### config.mk
export PLATFORM = sky130hd
export DESIGN_NAME = ahb_default_slave_cfg
export DESIGN_NICKNAME = d
export VERILOG_FILES = /design/src/rtl/ahb_default_slave_pkg.sv /design/src/rtl/ahb_fault_log.sv /design/src/rtl/ahb_default_slave_cfg.sv
export SDC_FILE = /design/constraint.sdc
export NUM_CORES = 1
export LEC_CHECK = 0
export BUFFER_PORTS_ARGS = -buffer_cell sky130_fd_sc_hd__buf_2
export CAP_MARGIN = 20
export CORE_AREA = 2 2 97 90
export CTS_CLUSTER_SIZE = 10
export DETAILED_ROUTE_END_ITERATION = 8
export DIE_AREA = 0 0 99 92
export SYNTH_ARGS = -nofsm -noshare
export SYNTH_HDL_FRONTEND = slang
export SYNTH_HIERARCHICAL = 1
export SYNTH_SLANG_ARGS = --single-unit
export TNS_END_PERCENT = 1
### constraint.sdc
create_clock -name HCLK -period 3.3 [get_ports HCLK]
set_clock_uncertainty 0.2 [all_clocks]
set_input_delay 0.33 -clock HCLK [delete_from_list [all_inputs] [get_ports HCLK]]
set_output_delay 0.33 -clock HCLK [all_outputs]
set_load 0.1 [all_outputs]
### src/rtl/ahb_default_slave_pkg.sv
// rtl/ahb_default_slave_pkg.sv - shared encodings and FSM states for the AHB default slave
package ahb_default_slave_pkg;

  localparam logic [1:0] RSP_OKAY  = 2'b00;
  localparam logic [1:0] RSP_ERROR = 2'b01;

  localparam logic [1:0] HTRANS_IDLE   = 2'b00;
  localparam logic [1:0] HTRANS_BUSY   = 2'b01;
  localparam logic [1:0] HTRANS_NONSEQ = 2'b10;
  localparam logic [1:0] HTRANS_SEQ    = 2'b11;

  typedef enum logic [2:0] {
    ST_IDLE,
    ST_WAIT,
    ST_ERR1,
    ST_ERR2,
    ST_OKDONE
  } state_t;

  // Only NONSEQ and SEQ carry a real transfer; IDLE and BUSY are answered OKAY without logging.
  function automatic logic is_active(input logic [1:0] htrans);
    return (htrans == HTRANS_NONSEQ) || (htrans == HTRANS_SEQ);
  endfunction

endpackage

### src/rtl/ahb_fault_log.sv
// rtl/ahb_fault_log.sv - sticky first-fault capture, saturating fault counter and interrupt
module ahb_fault_log #(
  parameter int ADDR_WIDTH = 32,
  parameter int CNT_WIDTH  = 8
) (
  input  logic                  clk,
  input  logic                  rst,
  input  logic                  accept,
  input  logic [ADDR_WIDTH-1:0] addr,
  input  logic                  write,
  input  logic                  clr,
  output logic                  err_valid,
  output logic [ADDR_WIDTH-1:0] err_addr,
  output logic                  err_write,
  output logic [CNT_WIDTH-1:0]  err_count,
  output logic                  err_irq
);

  localparam logic [CNT_WIDTH-1:0] CNT_MAX = '1;

  // A clear in the same cycle as a new fault makes that fault the "first" one.
  logic capture;
  assign capture = accept & (clr | ~err_valid);

  // Capture address and direction of the first fault since the last clear
  always_ff @(posedge clk or posedge rst) begin
    if (rst) begin
      err_addr  <= '0;
      err_write <= 1'b0;
    end else if (capture) begin
      err_addr  <= addr;
      err_write <= write;
    end
  end

  // Sticky valid flag; a new fault wins over a clear
  always_ff @(posedge clk or posedge rst) begin
    if (rst) begin
      err_valid <= 1'b0;
    end else if (accept) begin
      err_valid <= 1'b1;
    end else if (clr) begin
      err_valid <= 1'b0;
    end
  end

  // Saturating fault counter; clear plus fault restarts the count at one
  always_ff @(posedge clk or posedge rst) begin
    if (rst) begin
      err_count <= '0;
    end else if (accept && clr) begin
      err_count <= CNT_WIDTH'(1);
    end else if (accept) begin
      if (err_count != CNT_MAX) begin
        err_count <= err_count + CNT_WIDTH'(1);
      end
    end else if (clr) begin
      err_count <= '0;
    end
  end

  // Interrupt follows the valid flag one cycle later
  always_ff @(posedge clk or posedge rst) begin
    if (rst) begin
      err_irq <= 1'b0;
    end else begin
      err_irq <= err_valid;
    end
  end

endmodule

### src/rtl/ahb_default_slave_cfg.sv
// rtl/ahb_default_slave_cfg.sv - configurable AHB-Lite default slave with wait states and fault log
module ahb_default_slave_cfg #(
  parameter int              ADDR_WIDTH    = 32,
  parameter int              WAIT_STATES   = 0,
  parameter int              RESP_MODE     = 0,
  parameter logic [31:0]     RDATA_PATTERN = 32'hDEAD_BEEF,
  parameter int              CNT_WIDTH     = 8
) (
  input  logic                  HCLK,
  input  logic                  HRESET,
  input  logic                  HSEL,
  input  logic [ADDR_WIDTH-1:0] HADDR,
  input  logic [1:0]            HTRANS,
  input  logic                  HWRITE,
  input  logic                  HREADY,
  output logic                  HREADYOUT,
  output logic [1:0]            HRESP,
  output logic [31:0]           HRDATA,
  input  logic                  err_clr,
  output logic                  err_valid,
  output logic [ADDR_WIDTH-1:0] err_addr,
  output logic                  err_write,
  output logic [CNT_WIDTH-1:0]  err_count,
  output logic                  err_irq
);

  import ahb_default_slave_pkg::*;

  generate
    if (WAIT_STATES < 0 || WAIT_STATES > 15) begin : g_bad_wait_states
      $error("ahb_default_slave_cfg: WAIT_STATES must be in 0..15");
    end
    if (RESP_MODE != 0 && RESP_MODE != 1) begin : g_bad_resp_mode
      $error("ahb_default_slave_cfg: RESP_MODE must be 0 or 1");
    end
  endgenerate

  // The wait counter counts down to zero, so it is loaded one short of the wait count.
  localparam logic [3:0] WCNT_LOAD   = (WAIT_STATES > 0) ? 4'(WAIT_STATES - 1) : 4'd0;
  localparam state_t     RESP_STATE  = (RESP_MODE == 1) ? ST_OKDONE : ST_ERR1;
  localparam state_t     START_STATE = (WAIT_STATES > 0) ? ST_WAIT : RESP_STATE;

  state_t      state;
  state_t      state_next;
  logic [3:0]  wcnt;
  logic [31:0] rdata_q;
  logic        ready_state;
  logic        accept;

  // A new address phase can only complete while this slave is driving HREADYOUT high.
  assign ready_state = (state == ST_IDLE) || (state == ST_ERR2) || (state == ST_OKDONE);
  assign accept      = HSEL & HREADY & is_active(HTRANS) & ready_state;

  // State register
  always_ff @(posedge HCLK or posedge HRESET) begin
    if (HRESET) begin
      state <= ST_IDLE;
    end else begin
      state <= state_next;
    end
  end

  // Wait-state counter and read-data register, loaded at the address phase
  always_ff @(posedge HCLK or posedge HRESET) begin
    if (HRESET) begin
      wcnt    <= 4'd0;
      rdata_q <= 32'd0;
    end else if (accept) begin
      wcnt    <= WCNT_LOAD;
      rdata_q <= HWRITE ? 32'd0 : RDATA_PATTERN;
    end else if (state == ST_WAIT && wcnt != 4'd0) begin
      wcnt <= wcnt - 4'd1;
    end
  end

  // Next-state logic; accept from a ready state pipelines straight into the next response
  always_comb begin
    state_next = state;
    case (state)
      ST_IDLE, ST_ERR2, ST_OKDONE: begin
        state_next = accept ? START_STATE : ST_IDLE;
      end
      ST_WAIT: begin
        if (wcnt == 4'd0) begin
          state_next = RESP_STATE;
        end
      end
      ST_ERR1: begin
        state_next = ST_ERR2;
      end
      default: begin
        state_next = ST_IDLE;
      end
    endcase
  end

  // Bus outputs decoded from the state register only
  always_comb begin
    HREADYOUT = 1'b1;
    HRESP     = RSP_OKAY;
    HRDATA    = 32'd0;
    case (state)
      ST_WAIT: begin
        HREADYOUT = 1'b0;
      end
      ST_ERR1: begin
        HREADYOUT = 1'b0;
        HRESP     = RSP_ERROR;
      end
      ST_ERR2: begin
        HRESP = RSP_ERROR;
      end
      ST_OKDONE: begin
        HRDATA = rdata_q;
      end
      default: begin
        HREADYOUT = 1'b1;
      end
    endcase
  end

  ahb_fault_log #(
    .ADDR_WIDTH (ADDR_WIDTH),
    .CNT_WIDTH  (CNT_WIDTH)
  ) u_fault_log (
    .clk       (HCLK),
    .rst       (HRESET),
    .accept    (accept),
    .addr      (HADDR),
    .write     (HWRITE),
    .clr       (err_clr),
    .err_valid (err_valid),
    .err_addr  (err_addr),
    .err_write (err_write),
    .err_count (err_count),
    .err_irq   (err_irq)
  );

endmodule

=== Word level (Yosys, flattened, before mapping) ===
Index checks and enable logic that the tools add are counted.
W data, S select, Z words.

* Register bits: 82
* Bits in latches: 0
* Bits in writable memories: 0
* ROM bits: 0
* Memories: 0

* Add/subtract/negate cells: 2
* $mul: 0
* Div/mod/pow operators: 0
* Order comparisons: 0
* Equal/unequal tests: 9
* Shifts and indexed selects: 0
* Muxes and demuxes: 15
* Bitwise logic cells: 6
* Reduce and logical (&&, ||, !) cells: 15

{| class="wikitable"
|+ Operators by type and width
! kind !! number
|-
| $mux W32 || 2
|-
| $mux W8 || 4
|-
| $pmux W3 S3 || 1
|-
| $add A8 B1 Y8 const B || 1
|-
| $mux W4 || 2
|-
| $ne A8 B8 Y1 const B || 1
|-
| $eq A3 B2 Y1 const B || 2
|-
| $and A1 B1 Y1 || 4
|-
| $eq A2 B2 Y1 const B || 2
|-
| $logic_not A4 Y1 || 1
|-
| $mux W1 || 4
|-
| $reduce_bool A2 Y1 || 2
|-
| $reduce_bool A4 Y1 || 1
|-
| $reduce_or A2 Y1 || 2
|-
| $sub A4 B1 Y4 const B || 1
|-
| $eq A3 B1 Y1 const B || 1
|-
| $eq A3 B3 Y1 const B || 1
|-
| $logic_not A3 Y1 || 1
|-
| $logic_or A1 B1 Y1 || 3
|-
| $mux W3 || 1
|-
| $ne A3 B1 Y1 const B || 1
|-
| $reduce_bool A3 Y1 || 1
|-
| $reduce_or A3 Y1 || 1
|-
| $logic_and A1 B1 Y1 || 2
|-
| 5 further kinds || 5
|}

=== Logic depth before layout (Yosys ltp) ===
Gate-level depths: netlist (run 1).

* Depth in word-level cells: 7
* Depth in mapped cells: 8

=== Cells and area by module ===
Netlist (run 1), hierarchy kept.

{| class="wikitable"
|+ By module, submodules not included
! module !! instances !! cells an instance !! area an instance (um^2)
|-
| ahb_fault_log || 1 || 127 || 1823.0
|-
| ahb_default_slave_cfg || 1 || 75 || 638.1
|}

=== Least setup slack after synthesis (run 1) ===
OpenSTA, ideal clock, no wires.

* Path kind: register to register
* From: register state[0]
* To: register u_fault_log.err_count[7]
* Arrival: 2399 ps
* Slack: 571 ps
* Cell stages (with the launch flop): 9
* Clock period less this slack: 2729 ps
* Path through: dfrtp_1 -> inv_1 -> ha_1 -> nand4_1 -> inv_1 -> clkbuf_8 -> nand4_1 -> nor4b_1 -> nor3b_1

* Word-level cells in the longest chain between the ends: 7
* Elaborated cells on any way between the ends: 12
* Those cells by class: 3 x eq/ne; 2 x mux; 1 x bitwise; 6 x reduce/logical

{| class="wikitable"
|+ Ends and longest elaborated chain
! element !! RTL line !! RTL
|-
| start, declared || ahb_default_slave_cfg.sv:43 || <nowiki>state_t state;</nowiki>
|-
| start signal, assigned || ahb_default_slave_cfg.sv:59 || <nowiki>state <= state_next;</nowiki>
|-
| $eq A3 B2 Y1 or $logic_not A3 Y1 (tied branches) || ahb_default_slave_cfg.sv:51 || <nowiki>assign ready_state = (state == ST_IDLE) || (state == ST_ERR2) || (state == ST_OKDONE);</nowiki>
|-
| $logic_or A1 B1 Y1 || ahb_default_slave_cfg.sv:51 ||
|-
| $logic_or A1 B1 Y1 (*) || ahb_default_slave_cfg.sv:51 ||
|-
| $and A1 B1 Y1 (*) || ahb_default_slave_cfg.sv:52 || <nowiki>assign accept = HSEL & HREADY & is_active(HTRANS) & ready_state;</nowiki>
|-
| net accept || ahb_default_slave_cfg.sv:48 || <nowiki>logic accept;</nowiki>
|-
| $logic_and A1 B1 Y1 || ahb_fault_log.sv:51 || <nowiki>end else if (accept && clr) begin</nowiki>
|-
| $ne A3 B1 Y1 (no source line) or $reduce_bool A3 Y1 (tied branches) || - ||
|-
| $reduce_and A2 Y1 (no source line) || - ||
|-
| end signal, assigned || ahb_fault_log.sv:55 || <nowiki>err_count <= err_count + CNT_WIDTH'(1);</nowiki>
|-
| end, declared || ahb_fault_log.sv:15 || <nowiki>output logic [CNT_WIDTH-1:0] err_count,</nowiki>
|}

Mark *: on every way through the listed nets, which the timed path passes. The rest lies on a longest branch.
A chain may end at the register's enable or synchronous reset.

=== Final worst setup path (run 1) ===
* From: register state[0]
* To: register u_fault_log.err_addr[3]

* Word-level cells in the longest chain between the ends: 5
* Elaborated cells on any way between the ends: 7
* Those cells by class: 2 x eq/ne; 2 x bitwise; 3 x reduce/logical

{| class="wikitable"
|+ Ends and longest elaborated chain
! element !! RTL line !! RTL
|-
| $eq A3 B2 Y1 or $logic_not A3 Y1 (tied branches) || ahb_default_slave_cfg.sv:51 ||
|-
| $logic_or A1 B1 Y1 || ahb_default_slave_cfg.sv:51 ||
|-
| $logic_or A1 B1 Y1 (*) || ahb_default_slave_cfg.sv:51 ||
|-
| $and A1 B1 Y1 (*) || ahb_default_slave_cfg.sv:52 ||
|-
| net accept || ahb_default_slave_cfg.sv:48 ||
|-
| $and A1 B1 Y1 (*) || ahb_fault_log.sv:23 || <nowiki>assign capture = accept & (clr | ~err_valid);</nowiki>
|-
| end signal, assigned || ahb_fault_log.sv:31 || <nowiki>err_addr <= addr;</nowiki>
|-
| end, declared || ahb_fault_log.sv:13 || <nowiki>output logic [ADDR_WIDTH-1:0] err_addr,</nowiki>
|}

Marked as above.

==> results of run 1 <==
## per-stage QoR
| step | cells | worst slack, ps | area [um^2] | utilization | hold slack (ps) |
|---|---|---|---|---|---|
| 2_1_floorplan | 234 | 571 | 2580 | - | -79.0 |
| 3_3_place_gp | 380 | 967 | 2800 | 0.341 | 73.7 |
| 3_5_place_dp | 380 | 940 | 2800 | 0.341 | 79.0 |
| 4_1_cts | 389 | 925 | 2900 | 0.353 | 34.0 |
| 5_1_grt | 390 | 796 | 2920 | 0.356 | 29.9 |
| 6_report | 390 | 966 | 2920 | 0.356 | 49.9 |
## critical path, cell delays in order (launching register included)
cell and delay (ps):
dfrtp_1 390, inv_1 70, ha_1 330, nand4_1 160, inv_1 80, nand2_2 570
mux2_2 410
## per-layer routing
metal / wire [um] / up-vias
li1: - / 796
met1: 1850 / 823
met2: 2240 / 75
met3: 366 / 4
met4: 31 / 0
met5: 0 / -
## layout make-up
cell class	instances	area, um^2
Fill cell	836	5290
Sequential cell	49	1230
Multi-Input combinational cell	133	978
Timing Repair Buffer	86	453
Tap cell	102	128
Clock buffer	5	68.8
Inverter	12	45.0
Clock inverter	3	21.3
## flip-flops by register name, summed over array words and instances (netlist names)
name	flops
wcnt	4
state	2
u_fault_log/err_write	1
u_fault_log/err_addr	32
u_fault_log/err_count	8
u_fault_log/err_irq	1
u_fault_log/err_valid	1
## kinds of logic after synthesis
group | share of synthesized area
AO/OA/AOI/OAI | 0.0554
multiplexers | 0.164
flip-flops | 0.498
other | 0.00152
AND/OR/NAND/NOR | 0.0976
buffers and inverters | 0.153
adder cells (fa/ha/maj) | 0.0305
## placed cells by master (no fill, tap or decap), drive strengths merged, types with 5 or more instances in the layout
master,n
mux2,34
ha,6
nand3,5
a21oi,7
nand2,5
buf,85
conb,33
clkbuf,5
inv,13
dfrtp,49
nand4,6
## worst paths after layout
path / from / endpoint
worst min-delay path: HADDR[27] / u_fault_log/err_addr[27]
min in group asynchronous: HRESET / state[0]
worst max-delay path: state[0] / u_fault_log/err_addr[3]
worst max register to register: state[0] / u_fault_log/err_addr[3]
worst min register to register: u_fault_log/err_valid / u_fault_log/err_irq
max in group asynchronous: HRESET / u_fault_log/err_addr[21]
==> results.yml, run 1 <==
synthesis:
  yosysMostFrequentCell: "dfrtp_1"
  ys_types: 39
  ys_warn_count: 6
  synth_top_area_frac: 0.498
  syn_inst: 202
  syn_avg_cell_area_um2: 12.2
  ys_async_sr_fraction: 1.00
  yosysSeqAreaShare: 0.498
  synth_top_cells_by_area: "dfrtp_1 (50%), mux2_2 (15%), buf_4 (10%), ha_1 (3.1%), buf_6 (2.3%)"
  synth_area_leader_cell: "dfrtp_1"
  synth-main-ff-cell: "dfrtp_1"
  syn_area_um2: 2460
  yosys-top-cells-count: "dfrtp_1 (49), buf_4 (33), mux2_2 (33)"
  synth_edf_count: 0
  synth-seq-cells: 49
sta:
  finalSetupViolCount: 0
  worst_pin_slew_ps: 774
  slew_headroom: 0.482
  fmax_mhz: 428
  hold_viol_final: 0
  period_minus_slack_ps: 2330
  drv_slew: 0
  post-route-period-util: 0.707
  timing.setup.tns_ps: 0
  grt_setup_unrepaired: "false"
detailed_routing:
  routed_wl_um: 4480
  wire_per_inst_um: 11.5
  drcViolationCount: 0
  first_iter_violations: 17
  vias: 1698
  routed_via_density: 4.35
  firstDrtPassIters: 4
  antenna_left: 0
clock_tree:
  ctsRootBufferMaster: "clkbuf_8"
  cts_tree: "yes"
  clk_pin_slew_ps: 100
  insertion_delay_ps: 300
  cts-resized-gates: 0
  ctsLongestPathBuffers: 2
  postCtsHoldBufs: 1
  htreeDepth: 2
  clock-sinks: 49
  cts_inserted_buffers: 5
  cts_setup_buffers: 0
setup_path:
  cp-end-kind: "flip-flop"
  r2r_cells: 6
  cp.required_ps: 3290
  cp.arrival_ps: 2330
  cp-start-kind: "flip-flop"
  path_max_fanout: 33
  critPathKind: "reg2reg"
  r2r_setup_slack_ps: 970
placed_design:
  finalWeightedCongestion: 0.769
  port-buffer-count: 83
  hpwlAfterDp_um: 3250
global_route:
  grt-busiest-layer: "met2"
  met1_usage: 0.116
  grt_pass1_vias: 1613
  grt_overflow: 0
  grt_pass1_wl_um: 7330
  grt_use_total: 0.0971
  antenna_found_initial: 0
  use_met3: 0.0297
  grt_max_degree: 44
  use_met2: 0.169
hold_path:
  hold_depth: 2
  hold_class: "in2reg"
floorplan:
  start_util: 0.300
  die_width_um: 99
  design.die.area_um2: 9110
  die_h_um: 92
  coreArea_um2: 8210
  rows: 32
  ios: 118
job:
  drv_cap: 0
finish:
  area_growth_syn_to_layout_pct: 18.7
  drive_above_1_share: 0.476
  num-nets-final: 333
  num_antenna_cells: 0
outcome:
  status: "finished clean"
Power of run 1 is not shown: default switching activity piles up to over one toggle a cycle in this logic, so the estimate is an artifact.
==> inputs of run 2 (changes only) <==
Clock period 3.3 ns to 2.1 ns, I/O delays scaled along.
==> run 2 against run 1 <==
Effect of this change:
- sequential share of layout area decreased by 5.0 points
- non-clock buffer count increased by 40
- routed wire length increased by 14%
- critical path type unchanged
- count of clock-buffer cells in the layout increased by 2
- highest routed layer unchanged
==> results.yml, run 2 (same netlist as run 1, synthesis figures left out) <==
placed_design:
  finalWeightedCongestion: 0.793
  hpwlAfterDp_um: 3470
  port-buffer-count: 83
global_route:
  met1_usage: 0.134
  grt_overflow: 0
  grt_pass1_wl_um: 8390
  use_met3: 0.0267
  antenna_found_initial: 0
  use_met2: 0.207
  grt-busiest-layer: "met2"
  grt_max_degree: 34
  grt_pass1_vias: 1854
  grt_use_total: 0.114
setup_path:
  cp.required_ps: 2080
  critPathKind: "reg2reg"
  cp-start-kind: "flip-flop"
  path_max_fanout: 7
  cp-end-kind: "flip-flop"
  r2r_setup_slack_ps: 90
  cp.arrival_ps: 1980
outcome:
  status: "finished clean"
clock_tree:
  clock-sinks: 49
  htreeDepth: 2
  insertion_delay_ps: 290
  ctsLongestPathBuffers: 2
  cts_tree: "yes"
  clk_pin_slew_ps: 80
  ctsRootBufferMaster: "clkbuf_8"
  cts_inserted_buffers: 5
detailed_routing:
  routed_wl_um: 5110
  routed_via_density: 4.29
  vias: 1842
  drcViolationCount: 0
  antenna_left: 0
  wire_per_inst_um: 11.9
  first_iter_violations: 41
  firstDrtPassIters: 4
floorplan:
  design.die.area_um2: 9110
  rows: 32
  die_width_um: 99
  coreArea_um2: 8210
  die_h_um: 92
  start_util: 0.300
  ios: 118
finish:
  drive_above_1_share: 0.450
  mostFrequentLayoutCell: "buf_2"
  fin_util: 0.405
  largest_reg_flops: 32
  final_cell_mix: "buf_2 (83), dfrtp_1 (47), dlygate4sd3_1 (34)"
  num_antenna_cells: 0
  largest_register: "u_fault_log/err_addr"
  num-nets-final: 373
  area_growth_syn_to_layout_pct: 34.9
  top_regs: "u_fault_log/err_addr x32, u_fault_log/err_count x8, wcnt x4"
sta:
  fmax_mhz: 498
  finalSetupViolCount: 0
  timing.setup.tns_ps: 0
  period_minus_slack_ps: 2010
  drv_slew: 0
  post-route-period-util: 0.956
  grt_setup_unrepaired: "true"
  hold_viol_final: 0
job:
  drv_cap: 0
hold_path:
  hold_class: "in2reg"
==> run 2: critical path, stage by stage, from the launching register on <==
cell      delay (ps)
dfrtp_1          460
ha_4             300
nand4_1          150
inv_2            180
nand3_1          110
a211oi_2         170
mux2_1           330
==> run 2: worst paths after layout <==
| path | startpoint | to | depth (start not counted) |
|---|---|---|---|
| max | state[1] | u_fault_log/err_count[5] | 6 |
| min | err_clr | u_fault_log/err_count[6] | 2 |
| max reg2reg | state[1] | u_fault_log/err_count[5] | 6 |
| min reg2reg | u_fault_log/err_valid | u_fault_log/err_irq | 0 |
| max in group asynchronous | HRESET | u_fault_log/err_valid | 4 |
| min in group asynchronous | HRESET | u_fault_log/err_count[3] | 3 |
==> run 2: layout make-up <==
| cell class | instances | area [um^2] |
|---|---|---|
| well taps | 102 | 128 |
| clock buffers | 7 | 86.3 |
| fillers | 792 | 4890 |
| flip-flops and latches | 49 | 1230 |
| inverters | 12 | 45.0 |
| multi-input cells | 133 | 997 |
| repair buffers | 126 | 836 |
==> run 2: per-layer routing <==
layer,share of wire,up-vias
li1,-,873
met1,0.41,890
met2,0.51,75
met3,0.071,4
met4,0.0059,0
met5,0,-
==> run 2: repair_timing <==
action | 4_1_cts | 5_1_grt
resized for setup | 0 | 0
hold buffers | 34 | 0
endpoints found under the setup margin | 0 | 38
setup buffers | 0 | 4
hold endpoints to repair | 82 | 0
==> run 2: through the flow <==
stage	instance area, um^2	cells	hold slack, ps	worst slack, ps
floorplan	2600	234	-199	-82.5
global placement	2860	384	-62.8	116
detailed placement	2860	384	-58.1	85.2
CTS	3290	425	17.0	64.3
global route	3320	429	56.0	-31.6
finish	3320	429	32.5	92.7
Power of run 2 is left out for the same reason.
==> inputs of run 3 (changes only) <==
Settings changed: CORE_AREA 2 2 97 90 to 2 2 84 78, DIE_AREA 0 0 99 92 to 0 0 86 80, PLACE_DENSITY set to 0.75.
==> run 3 against run 2 <==
Effect of this change:
- core utilization increased by 15 points
- global-route usage is 2.8 points higher
- via count increased by 0.16%
- setup slack better by 24 ps
- final area is 0.53% lower
- largest cell class unchanged
- highest routed layer unchanged
==> results.yml, run 3 (same netlist as run 1, synthesis figures left out) <==
finish:
  fin_util: 0.552
  area_growth_syn_to_layout_pct: 34.2
  num-nets-final: 372
  num_antenna_cells: 0
  largest_register: "u_fault_log/err_addr"
  mostFrequentLayoutCell: "buf_2"
  top_regs: "u_fault_log/err_addr x32, u_fault_log/err_count x8, wcnt x4"
  final_cell_mix: "buf_2 (83), dfrtp_1 (47), dlygate4sd3_1 (34)"
  drive_above_1_share: 0.453
  largest_reg_flops: 32
global_route:
  antenna_found_initial: 0
  grt_pass1_vias: 1727
  grt_overflow: 0
  grt_use_total: 0.142
  grt_max_degree: 34
  grt_pass1_wl_um: 7680
floorplan:
  die_h_um: 80
  ios: 118
  rows: 27
  coreArea_um2: 5980
  die_width_um: 86
  start_util: 0.412
  design.die.area_um2: 6880
placed_design:
  hpwlAfterDp_um: 3470
  port-buffer-count: 83
  finalWeightedCongestion: 0.751
sta:
  hold_viol_final: 0
  worst_pin_slew_ps: 506
  finalSetupViolCount: 0
  slew_headroom: 0.662
  post-route-period-util: 0.945
  drv_slew: 0
  fmax_mhz: 504
  grt_setup_unrepaired: "false"
  timing.setup.tns_ps: 0
  period_minus_slack_ps: 1980
detailed_routing:
  routed_wl_um: 5180
  firstDrtPassIters: 4
  vias: 1845
  drcViolationCount: 0
  routed_via_density: 4.62
  first_iter_violations: 45
  wire_per_inst_um: 13.0
  antenna_left: 0
setup_path:
  critPathKind: "reg2reg"
  cp.arrival_ps: 1960
  path_max_fanout: 14
  cp.required_ps: 2080
  cp-end-kind: "flip-flop"
  cp-start-kind: "flip-flop"
clock_tree:
  insertion_delay_ps: 290
  cts_tree: "yes"
  clk_pin_slew_ps: 90
  cts_inserted_buffers: 5
  htreeDepth: 2
  ctsRootBufferMaster: "clkbuf_8"
  clock-sinks: 49
  ctsLongestPathBuffers: 2
job:
  drv_cap: 0
outcome:
  status: "finished clean"
hold_path:
  hold_class: "in2reg"
run 3: changes by cell type in the layout (fill, tap and decap cells not counted):
cell	delta
inv_1	-1
buf_4	-2
clkinv_4	+1
clkbuf_8	-1
clkinv_2	+1
nand2_4	+1
clkbuf_16	+1
inv_6	+1
nand2_2	-1
run 3: per-stage QoR:
stage,area [um^2],hold WS [ps],setup slack [ps],cells
global route,3300,62.3,19.4,399
detailed placement,2820,-40.8,53.4,353
CTS,3250,29.7,29.7,395
floorplan,2600,-199,-82.5,234
global placement,2820,-42.2,93.9,353
finish,3300,38.0,117,399
run 3: cell type report:
cell class                      instances  area, um^2
Fill cell                             528        2680
Sequential cell                        49        1230
Multi-Input combinational cell        133        1000
Timing Repair Buffer                  125         846
Tap cell                               72        90.1
Clock buffer                            6        72.6
Inverter                               12        50.0
Clock inverter                          2        13.8
run 3: worst paths after layout:
kind,slack (ps),endpoint,cells after the start,from
max,120,u_fault_log/err_count[5],6,state[1]
min,40,u_fault_log/err_count[4],2,err_clr
max reg2reg,120,u_fault_log/err_count[5],6,state[1]
min reg2reg,250,u_fault_log/err_irq,0,u_fault_log/err_valid
max in group asynchronous,910,u_fault_log/err_addr[18],4,HRESET
min in group asynchronous,180,state[1],3,HRESET
run 3: critical path, stage by stage, from the launching register on:
cell	delay [ps]
dfrtp_1	450
ha_4	290
nand4_1	150
clkinv_4	160
nand3_1	100
a211oi_2	170
mux2_1	330
run 3: repair_timing:
item	CTS	global route
buffers inserted	0	3
hold buffers	34	0
resized for setup	0	4
setup endpoints to repair	0	37
hold endpoints to repair	57	0
run 3: routing by layer:
layer / GRT usage / vias up / wire, um / share of wire
li1: - / 877 / - / -
met1: 0.156 / 888 / 2140 / 0.41
met2: 0.273 / 78 / 2620 / 0.51
met3: 0.0321 / 2 / 411 / 0.079
met4: 0.0333 / 0 / 15 / 0.0029
met5: 0 / - / 0 / 0
Power of run 3 is left out for the same reason.
